<file path="src/rtl/obf_seqctl_pkg.sv">
// Shared definitions for the obfuscated-sequence controller: default sequence
// index width and the controller state encoding.
package obf_seqctl_pkg;

    // Default width of the substitution index; a sequence holds at most 2**width words.
    localparam int OBF_PPC_WIDTH = 3;

    // IDLE waits for a reference instruction, RUN walks the generator's index.
    typedef enum logic {
        OBF_SEQ_IDLE = 1'b0,
        OBF_SEQ_RUN  = 1'b1
    } seq_state_e;

endpackage

</file>
<file path="src/rtl/obf_seqctl_if.sv">
// Bundle of the fetch, generator and decode channels around obf_seqctl.
// The master modport is the controller's view, the slave modport is the
// surrounding pipeline and generator.
interface obf_seqctl_if
    import obf_seqctl_pkg::*;
#(
    parameter int PPC_W = OBF_PPC_WIDTH
);
    logic [31:0]      if_insn;
    logic             if_valid;
    logic             if_ready;

    logic [31:0]      gen_ref;
    logic [PPC_W-1:0] gen_ppc;
    logic [31:0]      gen_insn;
    logic             gen_last;
    logic             gen_skip;

    logic [31:0]      id_insn;
    logic             id_valid;
    logic             id_ready;
    logic [PPC_W-1:0] id_ppc;
    logic             id_last;
    logic             id_skip;

    modport master (
        input  if_insn, if_valid, gen_insn, gen_last, gen_skip, id_ready,
        output if_ready, gen_ref, gen_ppc, id_insn, id_valid, id_ppc, id_last, id_skip
    );

    modport slave (
        output if_insn, if_valid, gen_insn, gen_last, gen_skip, id_ready,
        input  if_ready, gen_ref, gen_ppc, id_insn, id_valid, id_ppc, id_last, id_skip
    );
endinterface

</file>
<file path="src/rtl/obf_seqctl_slot.sv">
// One-entry valid/ready output register carrying an obfuscated word and its
// sequence index, last and skip flags toward decode.
module obf_seqctl_slot
    import obf_seqctl_pkg::*;
#(
    parameter int PPC_W = OBF_PPC_WIDTH
) (
    input  logic             clk,
    input  logic             rst_n,
    input  logic             clear_i,
    input  logic             load_i,
    input  logic             ready_i,
    input  logic [31:0]      insn_i,
    input  logic [PPC_W-1:0] ppc_i,
    input  logic             last_i,
    input  logic             skip_i,
    output logic             valid_o,
    output logic [31:0]      insn_o,
    output logic [PPC_W-1:0] ppc_o,
    output logic             last_o,
    output logic             skip_o
);

    logic             valid_q, valid_d;
    logic [31:0]      insn_q, insn_d;
    logic [PPC_W-1:0] ppc_q, ppc_d;
    logic             last_q, last_d;
    logic             skip_q, skip_d;

    // Clear wins, then a new word, then a consumed word empties the slot; payload only moves on load.
    always_comb begin
        valid_d = valid_q;
        insn_d  = insn_q;
        ppc_d   = ppc_q;
        last_d  = last_q;
        skip_d  = skip_q;
        if (clear_i) begin
            valid_d = 1'b0;
        end else if (load_i) begin
            valid_d = 1'b1;
            insn_d  = insn_i;
            ppc_d   = ppc_i;
            last_d  = last_i;
            skip_d  = skip_i;
        end else if (ready_i) begin
            valid_d = 1'b0;
        end
    end

    // Slot registers, cleared to an empty all-zero entry on reset.
    always_ff @(posedge clk or negedge rst_n) begin
        if (!rst_n) begin
            valid_q <= 1'b0;
            insn_q  <= 32'h0;
            ppc_q   <= '0;
            last_q  <= 1'b0;
            skip_q  <= 1'b0;
        end else begin
            valid_q <= valid_d;
            insn_q  <= insn_d;
            ppc_q   <= ppc_d;
            last_q  <= last_d;
            skip_q  <= skip_d;
        end
    end

    assign valid_o = valid_q;
    assign insn_o  = insn_q;
    assign ppc_o   = ppc_q;
    assign last_o  = last_q;
    assign skip_o  = skip_q;

endmodule

</file>
<file path="src/rtl/obf_seqctl.sv">
// Obfuscated-sequence controller between fetch and decode. Captures one
// reference instruction, steps the generator's substitution index until the
// generator flags the last word (or the index runs out), and forwards each
// word through a registered output slot.
// Optional feature macro: OBF_SEQCTL_BYPASS_EN adds bypass_i, which sends an
// instruction straight to the slot without running the generator.
module obf_seqctl
    import obf_seqctl_pkg::*;
#(
    parameter int PPC_W = OBF_PPC_WIDTH
) (
    input  logic              clk,
    input  logic              rst_n,
    obf_seqctl_if.master      bus,
    input  logic              flush_i,
`ifdef OBF_SEQCTL_BYPASS_EN
    input  logic              bypass_i,
`endif
    output logic              err_o
);

    seq_state_e       state_q, state_d;
    logic [31:0]      gen_ref_q, gen_ref_d;
    logic [PPC_W-1:0] gen_ppc_q, gen_ppc_d;
    logic             err_q, err_d;

    logic             slot_valid;
    logic             slot_free;
    logic             if_ready;
    logic             accept;
    logic             byp_accept;
    logic             seq_accept;
    logic             seq_load;
    logic             slot_load;
    logic             ovf;
    logic             seq_done;
    logic [31:0]      slot_insn;
    logic [PPC_W-1:0] slot_ppc;
    logic             slot_last;
    logic             slot_skip;

    // State register.
    always_ff @(posedge clk or negedge rst_n) begin
        if (!rst_n) begin
            state_q <= OBF_SEQ_IDLE;
        end else begin
            state_q <= state_d;
        end
    end

    // Next state: flush aborts any sequence; RUN ends once the final word is loaded.
    always_comb begin
        state_d = state_q;
        if (flush_i) begin
            state_d = OBF_SEQ_IDLE;
        end else begin
            case (state_q)
                OBF_SEQ_IDLE: if (seq_accept)          state_d = OBF_SEQ_RUN;
                OBF_SEQ_RUN:  if (seq_load && seq_done) state_d = OBF_SEQ_IDLE;
                default:                               state_d = OBF_SEQ_IDLE;
            endcase
        end
    end

    // Handshake decode: fetch acceptance, slot loading and the overflowing-index condition.
    always_comb begin
        slot_free = ~slot_valid | bus.id_ready;
`ifdef OBF_SEQCTL_BYPASS_EN
        if_ready   = (state_q == OBF_SEQ_IDLE) & ~flush_i & (~bypass_i | slot_free);
        accept     = if_ready & bus.if_valid;
        byp_accept = accept & bypass_i;
`else
        if_ready   = (state_q == OBF_SEQ_IDLE) & ~flush_i;
        accept     = if_ready & bus.if_valid;
        byp_accept = 1'b0;
`endif
        seq_accept = accept & ~byp_accept;
        seq_load   = (state_q == OBF_SEQ_RUN) & ~flush_i & slot_free;
        slot_load  = seq_load | byp_accept;
        ovf        = (gen_ppc_q == {PPC_W{1'b1}}) & ~bus.gen_last;
        seq_done   = bus.gen_last | ovf;
        if (byp_accept) begin
            slot_insn = bus.if_insn;
            slot_ppc  = '0;
            slot_last = 1'b1;
            slot_skip = 1'b0;
        end else begin
            slot_insn = bus.gen_insn;
            slot_ppc  = gen_ppc_q;
            slot_last = seq_done;
            slot_skip = bus.gen_skip;
        end
    end

    // Reference capture, index stepping on each loaded word, and sticky overflow flag.
    always_comb begin
        gen_ref_d = gen_ref_q;
        gen_ppc_d = gen_ppc_q;
        err_d     = err_q;
        if (flush_i) begin
            gen_ppc_d = '0;
        end else if (seq_accept) begin
            gen_ref_d = bus.if_insn;
            gen_ppc_d = '0;
        end else if (seq_load) begin
            gen_ppc_d = seq_done ? '0 : gen_ppc_q + PPC_W'(1);
            if (ovf) begin
                err_d = 1'b1;
            end
        end
    end

    // Generator-facing registers and error flag.
    always_ff @(posedge clk or negedge rst_n) begin
        if (!rst_n) begin
            gen_ref_q <= 32'h0;
            gen_ppc_q <= '0;
            err_q     <= 1'b0;
        end else begin
            gen_ref_q <= gen_ref_d;
            gen_ppc_q <= gen_ppc_d;
            err_q     <= err_d;
        end
    end

    obf_seqctl_slot #(
        .PPC_W   (PPC_W)
    ) u_slot (
        .clk     (clk),
        .rst_n   (rst_n),
        .clear_i (flush_i),
        .load_i  (slot_load),
        .ready_i (bus.id_ready),
        .insn_i  (slot_insn),
        .ppc_i   (slot_ppc),
        .last_i  (slot_last),
        .skip_i  (slot_skip),
        .valid_o (slot_valid),
        .insn_o  (bus.id_insn),
        .ppc_o   (bus.id_ppc),
        .last_o  (bus.id_last),
        .skip_o  (bus.id_skip)
    );

    assign bus.id_valid = slot_valid;
    assign bus.if_ready = if_ready;
    assign bus.gen_ref  = gen_ref_q;
    assign bus.gen_ppc  = gen_ppc_q;
    assign err_o        = err_q;

endmodule

</file>
<file path="src/flat_wrapper.sv">
// flat-port wrapper written by rule: the top's interface ports become plain ports
module obf_seqctl_flat import obf_seqctl_pkg::*;
#(
    parameter int PPC_W = OBF_PPC_WIDTH
)
  (clk, rst_n, flush_i, err_o, bus_if_insn, bus_if_valid, bus_gen_insn, bus_gen_last, bus_gen_skip, bus_id_ready, bus_if_ready, bus_gen_ref, bus_gen_ppc, bus_id_insn, bus_id_valid, bus_id_ppc, bus_id_last, bus_id_skip);
  obf_seqctl_if #(.PPC_W(PPC_W)) bus_i ();
  input  logic clk;
  input  logic rst_n;
  input  logic flush_i;
  output logic err_o;
  input wire logic [$bits(bus_i.if_insn)-1:0] bus_if_insn;
  input wire logic [$bits(bus_i.if_valid)-1:0] bus_if_valid;
  input wire logic [$bits(bus_i.gen_insn)-1:0] bus_gen_insn;
  input wire logic [$bits(bus_i.gen_last)-1:0] bus_gen_last;
  input wire logic [$bits(bus_i.gen_skip)-1:0] bus_gen_skip;
  input wire logic [$bits(bus_i.id_ready)-1:0] bus_id_ready;
  output wire logic [$bits(bus_i.if_ready)-1:0] bus_if_ready;
  output wire logic [$bits(bus_i.gen_ref)-1:0] bus_gen_ref;
  output wire logic [$bits(bus_i.gen_ppc)-1:0] bus_gen_ppc;
  output wire logic [$bits(bus_i.id_insn)-1:0] bus_id_insn;
  output wire logic [$bits(bus_i.id_valid)-1:0] bus_id_valid;
  output wire logic [$bits(bus_i.id_ppc)-1:0] bus_id_ppc;
  output wire logic [$bits(bus_i.id_last)-1:0] bus_id_last;
  output wire logic [$bits(bus_i.id_skip)-1:0] bus_id_skip;
  assign bus_i.if_insn = bus_if_insn;
  assign bus_i.if_valid = bus_if_valid;
  assign bus_i.gen_insn = bus_gen_insn;
  assign bus_i.gen_last = bus_gen_last;
  assign bus_i.gen_skip = bus_gen_skip;
  assign bus_i.id_ready = bus_id_ready;
  assign bus_if_ready = bus_i.if_ready;
  assign bus_gen_ref = bus_i.gen_ref;
  assign bus_gen_ppc = bus_i.gen_ppc;
  assign bus_id_insn = bus_i.id_insn;
  assign bus_id_valid = bus_i.id_valid;
  assign bus_id_ppc = bus_i.id_ppc;
  assign bus_id_last = bus_i.id_last;
  assign bus_id_skip = bus_i.id_skip;
  obf_seqctl #(.PPC_W(PPC_W)) u_core (.clk(clk), .rst_n(rst_n), .bus(bus_i), .flush_i(flush_i), .err_o(err_o));
endmodule
</file>
<file path="config.mk">
export PLATFORM = sky130hd
export DESIGN_NAME = obf_seqctl_flat
export DESIGN_NICKNAME = d
export VERILOG_FILES = /design/src/rtl/obf_seqctl_pkg.sv /design/src/rtl/obf_seqctl_if.sv /design/src/rtl/obf_seqctl_slot.sv /design/src/rtl/obf_seqctl.sv /design/src/flat_wrapper.sv
export SDC_FILE = /design/constraint.sdc
export NUM_CORES = 1
export LEC_CHECK = 0
export CORE_MARGIN = 4
export CORE_UTILIZATION = 35
export DETAILED_ROUTE_END_ITERATION = 12
export DONT_BUFFER_PORTS = 1
export PLACE_DENSITY_LB_ADDON = 0.12
export SYNTH_ARGS = -nofsm -noshare
export SYNTH_HDL_FRONTEND = slang
export SYNTH_HIERARCHICAL = 1
export SYNTH_SLANG_ARGS = --single-unit
</file>
<file path="constraint.sdc">
create_clock -name clk -period 3 [get_ports clk]
set_clock_uncertainty 0.05 [all_clocks]
set_input_delay 0 -clock clk [delete_from_list [all_inputs] [get_ports clk]]
set_output_delay 0 -clock clk [all_outputs]
set_load 0.05 [all_outputs]
</file>
==> flow_metrics.tcl <==
set metrics [dict create \
    syn_inst 180 \
    crit_required_ns 3.22 \
    fin_nets 334 \
    gr-total-overflow 0 \
    setup_viol 0 \
    htree_levels 3 \
    synth_cell_types 20 \
    numCtsBuffers 9 \
    core.rowCount 33 \
    tightest_slew_ns 0.912 \
    wl_um 6870 \
    ioPinCount 146 \
    netlist_area_um2 3080 \
    hold_viol 0 \
    viasPerCell 4.77 \
    cts_root_buf "clkbuf_8" \
    first_global_vias 1972 \
    powerDensity_nw_per_um2 859 \
    syn2layout_area_growth_pct 35.1 \
    finalMaxSlewViolations 0 \
    arrival_ns 2.97 \
    grt_max_degree 76 \
    rsz0062_at_grt "false" \
    clock_latency_ns 0.33 \
    ys_ff_latch 75 \
    ys_seq_area_share_pct 61.0 \
    antenna_cells 0 \
    max_slew_margin_pct 39.0 \
    fp.dieH_um 102 \
    ir_drop_uv 325 \
    dr.pass1.iters 4 \
    ys_warn_count 6 \
    worstPathMaxFanout 5 \
    post-route-util_pct 49.6 \
    core_um2 8380 \
    fin_area_um2 4150 \
    maxCapViolations 0 \
    track_usage_pct 12.8 \
    drt-initial-drc-count 47 \
    tritoncts "built" \
    cts.sinks 75 \
    cp-end-kind "flop" \
    holdWs_ns 0.136 \
    period_share_pct 91.5 \
    min_period_ns 2.75 \
    avgSynthCellArea_um2 17.1 \
    crit_type "flop to flop" \
    wl_per_cell_um 18.5 \
    outcome "finished, final reports clean" \
    place_hpwl_um 4630 \
    p_leak_nw 1.81 \
    antenna_found_initial 0 \
    finalSetupTns_ns 0 \
    fp.dieW_um 102 \
    port_buffers 0 \
    fp.dieArea_um2 10400 \
    dr_total_vias 1770 \
    drc 0 \
    hp-class "primary input to output port" \
    place_area_um2 3110 \
    ant_nets 0 \
    max-clock-path-buffers 2 \
    drive_gt1_share_pct 34.2 \
    initial_utilization_pct 36.7 \
    syn-num-nets 253 \
    nFillCells 701 \
    fmax_mhz 364 \
    start_kind "flop" \
    clk_transition_reported_paths_ns 0.08 \
    grt_pass1_wl_um 10200 \
    gp_congestion 0.835 \
]
==> cell type report <==
class,count,area (µm²),share of cell area (%)
flip-flops and latches,75,1880,45.2
multi-input cells,95,1070,25.8
repair buffers,77,783,18.9
clock buffers,12,155,3.73
well taps,105,131,3.16
clock inverters,4,120,2.89
inverters,3,11.3,0.271
==> critical path, stage by stage (launching register included) <==
cell and delay [ns]:
dfrtp_2 0.54, ha_1 0.25, ha_1 0.20, nor2_1 0.23, nand4_1 0.13, dlygate4sd3_1 0.57
a21oi_1 0.14, dlygate4sd3_1 0.56
==> final timing paths <==
| check | start | endpoint | slack (ns) | cells past startpoint |
|---|---|---|---|---|
| min in group asynchronous | rst_n | u_core/u_slot/insn_o[3] | 0.18 | 2 |
| worst max-delay path | u_core/bus.gen_ppc[0] | u_core/bus.gen_ppc[1] | 0.25 | 7 |
| worst max register to register | u_core/bus.gen_ppc[0] | u_core/bus.gen_ppc[1] | 0.25 | 7 |
| max in group asynchronous | rst_n | u_core/bus.gen_ref[14] | 2.41 | 2 |
| worst min-delay path | flush_i | bus_if_ready | 0.14 | 1 |
| worst min register to register | u_core/bus.gen_ppc[0] | u_core/bus.gen_ppc[0] | 0.72 | 2 |
==> logic make-up after synthesis <==
| kind of cell | count (synthesis) | share of synthesized area [%] |
|---|---|---|
| adder cells (fa/ha/maj) | 2 | 0.814 |
| buffers and inverters | 10 | 4.07 |
| AO/OA/AOI/OAI | 9 | 1.71 |
| multiplexers | 69 | 28.9 |
| AND/OR/NAND/NOR | 15 | 3.46 |
| flip-flops | 75 | 61.0 |
==> cells in the mapped netlist (all sizes together) <==
library cell,n,area [µm²]
buf,7,114
or2,1,6.26
nand4b,1,8.76
a31o,1,8.76
mux2,69,890
o21ai,3,15.0
nand4,2,12.5
inv,3,11.3
nor2,4,15.0
nand2b,3,18.8
dfrtp,75,1880
a311oi,1,8.76
ha,2,25.0
nor3b,1,18.8
nor2b,3,26.3
a21oi,4,20.0
==> layer usage <==
layer | track usage [%] | part of all wire (%) | vias to the layer above
li1 | - | - | 796
met1 | 13.5 | 37 | 867
met2 | 21.6 | 50 | 94
met3 | 5.65 | 11 | 13
met4 | 6.34 | 2.1 | 0
met5 | 0 | 0 | -
==> power breakdown <==
part | switching, mW | internal, mW | leakage, nW
Combinational | 0.116 | 0.287 | 0.766
Clock | 0.355 | 0.683 | 0.137
Sequential | 0.920 | 1.21 | 0.905
Total | 1.39 | 2.18 | 1.81
==> state kept, by name, summed over array words and instances (netlist names) <==
signal                 flops
u_core/bus.gen_ref        32
u_core/u_slot/insn_o      32
u_core/bus.gen_ppc         3
u_core/u_slot/ppc_o        3
u_core/err_o               1
u_core/state_q             1
u_core/u_slot/last_o       1
u_core/u_slot/skip_o       1
u_core/u_slot/valid_o      1
==> cells in the final DEF (no fill, tap or decap), types with 2 or more instances in the layout <==
| master | n |
|---|---|
| inv_1 | 3 |
| dfrtp_1 | 73 |
| dlygate4sd3_1 | 74 |
| mux2_4 | 30 |
| mux2_1 | 2 |
| nand2b_1 | 3 |
| a21oi_1 | 4 |
| buf_4 | 2 |
| bufinv_16 | 4 |
| nand4_1 | 2 |
| nor2b_1 | 2 |
| nor2_1 | 4 |
| clkbuf_8 | 11 |
| dfrtp_2 | 2 |
| o21ai_0 | 3 |
| mux2_2 | 37 |
| ha_1 | 2 |
==> repair_timing <==
item / 4_1_cts / 5_1_grt
setup buffers: 0 / 0
resized for setup: 0 / 2
endpoints found under the hold margin: 147 / 0
hold buffers: 75 / 0
setup endpoints to repair: 0 / 1
==> through the flow <==
| stage | instances | total power, mW | setup slack (ns) |
|---|---|---|---|
| finish | 371 | 3.57 | 0.254 |
| global route | 371 | 3.69 | 0.0839 |
| CTS | 371 | 3.61 | 0.176 |
| detailed placement | 280 | 2.46 | 0.645 |
| global placement | 280 | 2.44 | 0.739 |
| floorplan | 180 | 2.37 | 1.12 |
(Power assumes the default switching activity.)
